**src/rtl/max_pool_2x2_pkg.sv**
```systemverilog
// -----------------------------------------------------------------------------
// max_pool_2x2_pkg
// Shared constants and types for the 2x2 max-pooling stage.
//   BITS_Q4_6            : width of a signed Q4.6 sample
//   MAX_RESOLUTION_BITS  : bit width of the largest supported input resolution
//   POOL_RESOLUTION_BITS : the same width after 2x decimation
//   q4_6_t               : signed Q4.6 sample type
//   ST_*                 : pooling FSM state encodings
// -----------------------------------------------------------------------------
package max_pool_2x2_pkg;

  localparam int BITS_Q4_6            = 10;
  localparam int MAX_RESOLUTION_BITS  = 10;
  localparam int POOL_RESOLUTION_BITS = MAX_RESOLUTION_BITS - 1;

  typedef logic signed [BITS_Q4_6-1:0] q4_6_t;

  localparam logic [1:0] ST_IDLE     = 2'd0;
  localparam logic [1:0] ST_EVEN_ROW = 2'd1;
  localparam logic [1:0] ST_ODD_ROW  = 2'd2;

endpackage

```
**src/rtl/pool_line_buffer.sv**
```systemverilog
// -----------------------------------------------------------------------------
// pool_line_buffer
// Half-row storage for the pooling stage: one entry per horizontal pixel pair,
// holding the max of the upper row of each 2x2 block until the lower row
// arrives. Contents are deliberately not reset; every entry is written in an
// even row before it is read in the following odd row.
// Ports:
//   clk_i   : clock
//   wr_en   : write strobe (synchronous)
//   wr_addr : write entry index
//   wr_data : value to store
//   rd_addr : read entry index
//   rd_data : stored value at rd_addr (combinational read)
// -----------------------------------------------------------------------------
module pool_line_buffer
  import max_pool_2x2_pkg::*;
#(
  parameter int DEPTH  = 4,
  parameter int DATA_W = BITS_Q4_6,
  parameter int ADDR_W = 2
) (
  input  logic              clk_i,
  input  logic              wr_en,
  input  logic [ADDR_W-1:0] wr_addr,
  input  logic [DATA_W-1:0] wr_data,
  input  logic [ADDR_W-1:0] rd_addr,
  output logic [DATA_W-1:0] rd_data
);

  logic [DATA_W-1:0] mem_r [DEPTH];

  // Synchronous write port
  always_ff @(posedge clk_i) begin
    if (wr_en) begin
      mem_r[wr_addr] <= wr_data;
    end
  end

  assign rd_data = mem_r[rd_addr];

endmodule

```
**src/rtl/max_pool_2x2.sv**
```systemverilog
// -----------------------------------------------------------------------------
// max_pool_2x2
// Streaming 2x2 stride-2 max pooling over a raster-ordered Q4.6 pixel stream.
// Even rows fold each horizontal pair into a half-row line buffer; odd rows
// fold the buffered value with the lower pair and emit one pooled pixel per
// block. Unpaired trailing columns/rows are consumed without producing output.
// Ports:
//   clk_i        : clock, rising edge
//   nreset_i     : asynchronous active-low reset
//   start_i      : frame enable level; low aborts the frame and returns to IDLE
//   px_rdy_i     : input sample strobe
//   in_px_i      : signed Q4.6 input sample
//   out_px_o     : pooled sample, held between updates
//   px_rdy_o     : one-cycle strobe when out_px_o is new
//   frame_done_o : one-cycle strobe alongside the last pooled pixel of a frame
// -----------------------------------------------------------------------------
module max_pool_2x2
  import max_pool_2x2_pkg::*;
#(
  parameter int IMG_WIDTH  = 8,
  parameter int IMG_HEIGHT = 8,
  parameter int DATA_W     = BITS_Q4_6
) (
  input  logic              clk_i,
  input  logic              nreset_i,
  input  logic              start_i,
  input  logic              px_rdy_i,
  input  logic [DATA_W-1:0] in_px_i,
  output logic [DATA_W-1:0] out_px_o,
  output logic              px_rdy_o,
  output logic              frame_done_o
);

  localparam int COL_W     = (IMG_WIDTH  > 1) ? $clog2(IMG_WIDTH)  : 1;
  localparam int ROW_W     = (IMG_HEIGHT > 1) ? $clog2(IMG_HEIGHT) : 1;
  localparam int BUF_DEPTH = IMG_WIDTH / 2;
  localparam int BUF_AW    = (BUF_DEPTH > 1) ? $clog2(BUF_DEPTH) : 1;

  localparam logic [COL_W-1:0] LAST_COL      = COL_W'(IMG_WIDTH - 1);
  localparam logic [ROW_W-1:0] LAST_ROW      = ROW_W'(IMG_HEIGHT - 1);
  // Last column/row that belongs to a complete 2x2 block (odd sizes drop one)
  localparam logic [COL_W-1:0] LAST_PAIR_COL = COL_W'((IMG_WIDTH / 2) * 2 - 1);
  localparam logic [ROW_W-1:0] LAST_PAIR_ROW = ROW_W'((IMG_HEIGHT / 2) * 2 - 1);

  logic [1:0]              state_r;
  logic [COL_W-1:0]        col_cnt_r;
  logic [ROW_W-1:0]        row_cnt_r;
  logic signed [DATA_W-1:0] hold_r;

  logic                     even_s;
  logic                     odd_s;
  logic                     accept_s;
  logic                     col_odd_s;
  logic                     pair_col_s;
  logic                     pair_row_s;
  logic                     buf_we_s;
  logic                     hold_top_s;
  logic                     hold_bot_s;
  logic                     emit_s;
  logic                     last_block_s;
  logic                     end_of_row_s;
  logic                     end_of_frame_s;
  logic [BUF_AW-1:0]        pair_idx_s;
  logic [DATA_W-1:0]        buf_rdata_s;
  logic signed [DATA_W-1:0] upper_max_s;
  logic signed [DATA_W-1:0] lower_max_s;

  function automatic logic signed [DATA_W-1:0] smax(
    input logic signed [DATA_W-1:0] a,
    input logic signed [DATA_W-1:0] b
  );
    return (a >= b) ? a : b;
  endfunction

  // Decode the current sample's role within its 2x2 block
  always_comb begin
    even_s         = (state_r == ST_EVEN_ROW);
    odd_s          = (state_r == ST_ODD_ROW);
    // An abort in the same cycle as a strobe drops the sample
    accept_s       = start_i && px_rdy_i && (even_s || odd_s);
    col_odd_s      = col_cnt_r[0];
    pair_col_s     = (col_cnt_r <= LAST_PAIR_COL);
    pair_row_s     = (row_cnt_r <= LAST_PAIR_ROW);
    buf_we_s       = accept_s && even_s && col_odd_s && pair_col_s && pair_row_s;
    hold_top_s     = accept_s && even_s && !col_odd_s && pair_col_s && pair_row_s;
    hold_bot_s     = accept_s && odd_s && !col_odd_s && pair_col_s;
    emit_s         = accept_s && odd_s && col_odd_s && pair_col_s;
    last_block_s   = emit_s && (row_cnt_r == LAST_PAIR_ROW) && (col_cnt_r == LAST_PAIR_COL);
    end_of_row_s   = (col_cnt_r == LAST_COL);
    end_of_frame_s = (row_cnt_r == LAST_ROW);
    pair_idx_s     = BUF_AW'(col_cnt_r >> 1);
    upper_max_s    = smax(hold_r, $signed(in_px_i));
    lower_max_s    = smax($signed(buf_rdata_s), $signed(in_px_i));
  end

  // Write and read share one index: writes happen in even rows, reads in odd rows
  pool_line_buffer #(
    .DEPTH  (BUF_DEPTH),
    .DATA_W (DATA_W),
    .ADDR_W (BUF_AW)
  ) u_line_buffer (
    .clk_i   (clk_i),
    .wr_en   (buf_we_s),
    .wr_addr (pair_idx_s),
    .wr_data (upper_max_s),
    .rd_addr (pair_idx_s),
    .rd_data (buf_rdata_s)
  );

  // Datapath: partial-max register and registered outputs
  always_ff @(posedge clk_i or negedge nreset_i) begin
    if (!nreset_i) begin
      hold_r       <= '0;
      out_px_o     <= '0;
      px_rdy_o     <= 1'b0;
      frame_done_o <= 1'b0;
    end else begin
      px_rdy_o     <= emit_s;
      frame_done_o <= last_block_s;
      if (emit_s) begin
        out_px_o <= upper_max_s;
      end
      if (hold_top_s) begin
        hold_r <= $signed(in_px_i);
      end else if (hold_bot_s) begin
        hold_r <= lower_max_s;
      end
    end
  end

  // Control: row-parity FSM with column/row position counters
  always_ff @(posedge clk_i or negedge nreset_i) begin
    if (!nreset_i) begin
      state_r   <= ST_IDLE;
      col_cnt_r <= '0;
      row_cnt_r <= '0;
    end else if (!start_i) begin
      state_r   <= ST_IDLE;
      col_cnt_r <= '0;
      row_cnt_r <= '0;
    end else begin
      case (state_r)
        ST_IDLE: begin
          state_r   <= ST_EVEN_ROW;
          col_cnt_r <= '0;
          row_cnt_r <= '0;
        end
        ST_EVEN_ROW, ST_ODD_ROW: begin
          if (px_rdy_i) begin
            if (end_of_row_s) begin
              col_cnt_r <= '0;
              if (end_of_frame_s) begin
                // Covers both the last odd row and a trailing unpaired row
                row_cnt_r <= '0;
                state_r   <= ST_IDLE;
              end else begin
                row_cnt_r <= row_cnt_r + ROW_W'(1'b1);
                state_r   <= even_s ? ST_ODD_ROW : ST_EVEN_ROW;
              end
            end else begin
              col_cnt_r <= col_cnt_r + COL_W'(1'b1);
            end
          end
        end
        default: begin
          state_r   <= ST_IDLE;
          col_cnt_r <= '0;
          row_cnt_r <= '0;
        end
      endcase
    end
  end

endmodule

```
**config.mk**
```make
export PLATFORM = sky130hd
export DESIGN_NAME = max_pool_2x2
export DESIGN_NICKNAME = d
export VERILOG_FILES = /design/src/rtl/max_pool_2x2_pkg.sv /design/src/rtl/pool_line_buffer.sv /design/src/rtl/max_pool_2x2.sv
export SDC_FILE = /design/constraint.sdc
export NUM_CORES = 1
export LEC_CHECK = 0
export BUFFER_PORTS_ARGS = -buffer_cell sky130_fd_sc_hd__buf_2
export CORE_UTILIZATION = 50
export DETAILED_ROUTE_END_ITERATION = 16
export PLACE_DENSITY = 0.68
export REMOVE_ABC_BUFFERS = 1
export SLEW_MARGIN = 25
export SYNTH_ARGS = -nofsm -noshare
export SYNTH_HDL_FRONTEND = slang
export SYNTH_HIERARCHICAL = 1
export SYNTH_SLANG_ARGS = --single-unit
```
**constraint.sdc**
```tcl
create_clock -name clk_i -period 4 [get_ports clk_i]
set_input_delay 0 -clock clk_i [delete_from_list [all_inputs] [get_ports clk_i]]
set_output_delay 0 -clock clk_i [all_outputs]
set_load 0.1 [all_outputs]
```
==> metrics.txt <==
Post-DRT Antenna Nets=0; Hold Crit Class=input pin to async pin; clk_lat worst skew=about 0.35 ns; worst-case reg-to-reg path depth=6; Comb power frac=between 20 and 30%; Worst-Margin Slew=0.8006 ns; Clock Path Buffers=2; CP Max Fanout=17; std cell rows=31; Resize count post-CTS=0; post-synth top area share=between 30% and 40%; ys async rst share=42.86%; synth top area cells=edfxtp_1 32%, dfrtp_1 20%, ha_1 9.2%; EDFF count, synth=40; Sw Share=a little under a third; Mean Syn Cell Area=about 13 um^2; crit path capture type=register; leakage=roughly 1.8 nW; Synth Register Bits=70; max incr delay on CP=0.87 ns; CTS tree=yes; GP Congestion=between 0.7 and 0.8; CP arrival=approximately 3.6 ns; initial antenna violation count=0; setup total negative slack=0 ns; total CTS buffers=9; P_sw=approximately 670 uW; PwrDens=between 400 and 500 mW/mm^2; layout cell share with drive strength beyond 1=about a quarter; Port Buffer Count=25; Sequential Power Share=roughly 44%; Via Count=roughly 2600; YS warnings=6; R2R setup slack=0.69 ns; Clk pwr share=between 30 and 40%; clock transition at the registers of the reported paths=about 0.08 ns; 1st-pass router iterations=4; crit path cell chain=mux4_2 -> ha_1 -> or3b_2 -> a211o_1 -> o21a_1 -> o211ai_1; overall routed net length=7.549 mm; final period utilization=82.73%; vias per cell=5.789; DR DRC count=0; Critical Path Start Type=register; iteration-0 DRC count of the detailed router=slightly above 100; max-capacitance violation count=0; Internal Pwr Total=1.480 mW; RSZ-0062 raised after global routing=no; WL/cell=about 17 um; Layout Area Growth over Synthesis=15.13%; Final Skew=~0.015 ns; Critical Path RT=~4.3 ns; critical path startpoint=col_cnt_r[1]$_DFFE_PN0P_; outcome=completed; die area=roughly 0.0080 mm^2; final hold violation count=0; Achievable Freq=0.3022 GHz; # IOs=26; Mapped Cells=about 300; critical path class=register to register; leading area contributor after synthesis=edfxtp_1; first-pass GRT wire length=12.27 mm; delay-heaviest family, CP=compound AO/OA/AOI/OAI gates; clock sink count=70; Buf/Inv on CP=0; H-tree depth=3; fin. max-slew vios=0; R2R Path Start=col_cnt_r[1]$_DFFE_PN0P_; post-synthesis cell area=between 0.003 and 0.004 mm^2; fin crit period=between 3 and 4 ns; aggregate global-route resource usage=between 20% and 30%; crit path max-delay cell type=dfrtp_1; Nets=between 300 and 400; initial core utilization=between 50% and 60%; Filler cells=584; utilization after layout=60.05%; Post-CTS Setup Inserts=0; post-synthesis cell type count=43; Core Box Area=0.007292 mm^2; reg2reg end=hold_r[4]$_DFFE_PN0P_; Antenna diodes=0; pin count of the biggest net entering global routing=31; Slew HR=approximately 47%; hold buffer count at cts=13; die height=between 80 and 90 um; GRT overflow=0; vias in the first global route=roughly 2400; HPWL after DPL=5.360 mm; Setup Viol. Count Final=0; Die Wd=89.22 um; Post-synth top flop=edfxtp_1; register area share after synthesis=a little over 50%; VDD IR max=roughly 0.23 mV; root buffer selected by CTS=clkbuf_8
[metrics by stage]
stage                     std cells  setup slack, ns  hold WS [ns]  power (mW)  instance area (um^2)
after global placement          416           0.7099       0.07410       1.477                  4021
after floorplan                 286            1.009       -0.2956       1.333                  3727
final                           445           0.6909        0.2175       2.148                  4379
after global routing            445           0.4208        0.3095       2.258                  4379
after CTS                       445           0.6439        0.2367       2.157                  4379
after detailed placement        416           0.6609       0.08371       1.497                  4021
[worst max path at each step]
stage,endpoint,cells past startpoint
after floorplan,hold_r[0]$_DFFE_PN0P_,6
after global placement,hold_r[9]$_DFFE_PN0P_,6
after detailed placement,hold_r[4]$_DFFE_PN0P_,6
after CTS,hold_r[4]$_DFFE_PN0P_,6
after global routing,hold_r[4]$_DFFE_PN0P_,6
final,hold_r[4]$_DFFE_PN0P_,6
[cells in the final DEF, fill, tap and decap left out, types with 6 or more instances in the layout]
cell type      synthesis  final
nor3_1                22     22
clkbuf_8               0      9
nand2_1               28     28
o211ai_1              11     11
ha_1                  28     28
dlygate4sd3_1          0     13
o2111ai_1             10     10
mux2i_1               12     12
buf_4                  0      6
nor2_1                 7      7
o221a_2               11     11
dfrtp_1               30     30
edfxtp_1              40     40
mux2_2                12     12
buf_2                  3     25
inv_1                 19     19
a21oi_1                7      7
mux4_2                10     10
[state kept, by name (all words and copies together) (netlist names)]
register	count
u_line_buffer/mem_r	40
frame_done_o	1
state_r	2
hold_r	10
col_cnt_r	3
row_cnt_r	3
out_px_o	10
px_rdy_o	1
[cells by family (layout without fill, tap and decap cells)]
logic type | after synthesis | in the layout | synth area share, %
AO/OA/AOI/OAI | 54 | 54 | 11.78
flip-flops | 70 | 70 | 51.32
buffers and inverters | 36 | 79 | 3.881
XOR/XNOR | 1 | 1 | 0.2303
AND/OR/NAND/NOR | 79 | 79 | 10.36
multiplexers | 35 | 35 | 13.22
adder cells (fa/ha/maj) | 28 | 28 | 9.211
[metal layers]
layer	vias up	GRT usage (%)	routed length [um]
li1	1261	-	-
met1	1253	30.53	3787
met2	48	31.23	3340
met3	14	3.786	277
met4	0	8.658	144
met5	-	0	0
[synth_stat cells, types with 2 or more instances]
master     instances
ha_1              28
o221a_2           11
nand4_1            4
a22o_1             2
nor2_1             7
and3b_1            2
mux4_2            10
o211ai_1          11
mux2_2            12
clkbuf_1          11
dfrtp_1           30
edfxtp_1          40
nand2b_1           3
o2111ai_1         10
and4_1             2
o21ai_0            4
nor3_1            22
nand3_1            2
nand2_1           28
a21oi_1            7
buf_2              3
a211oi_1           2
inv_1             19
mux2i_1           12
and3_1             3
[layout make-up]
type	count	area (um^2)	share of cell area, %
flip-flops and latches	70	1952	44.57
multi-input cells	197	1704	38.91
repair buffers	44	300.3	6.857
clock buffers	9	123.9	2.829
well taps	99	123.9	2.829
clock inverters	7	103.9	2.371
inverters	19	71.32	1.629
[power groups by stage]
stage                     clock (mW)  sequential, mW  combinational [mW]
after floorplan                    0           0.945               0.388
after global placement             0           0.968               0.509
after detailed placement           0           0.970               0.528
after CTS                      0.664           0.953               0.540
after global routing           0.693           0.964               0.601
final                          0.653           0.955               0.540
Power figures use the tool's default switching activity.
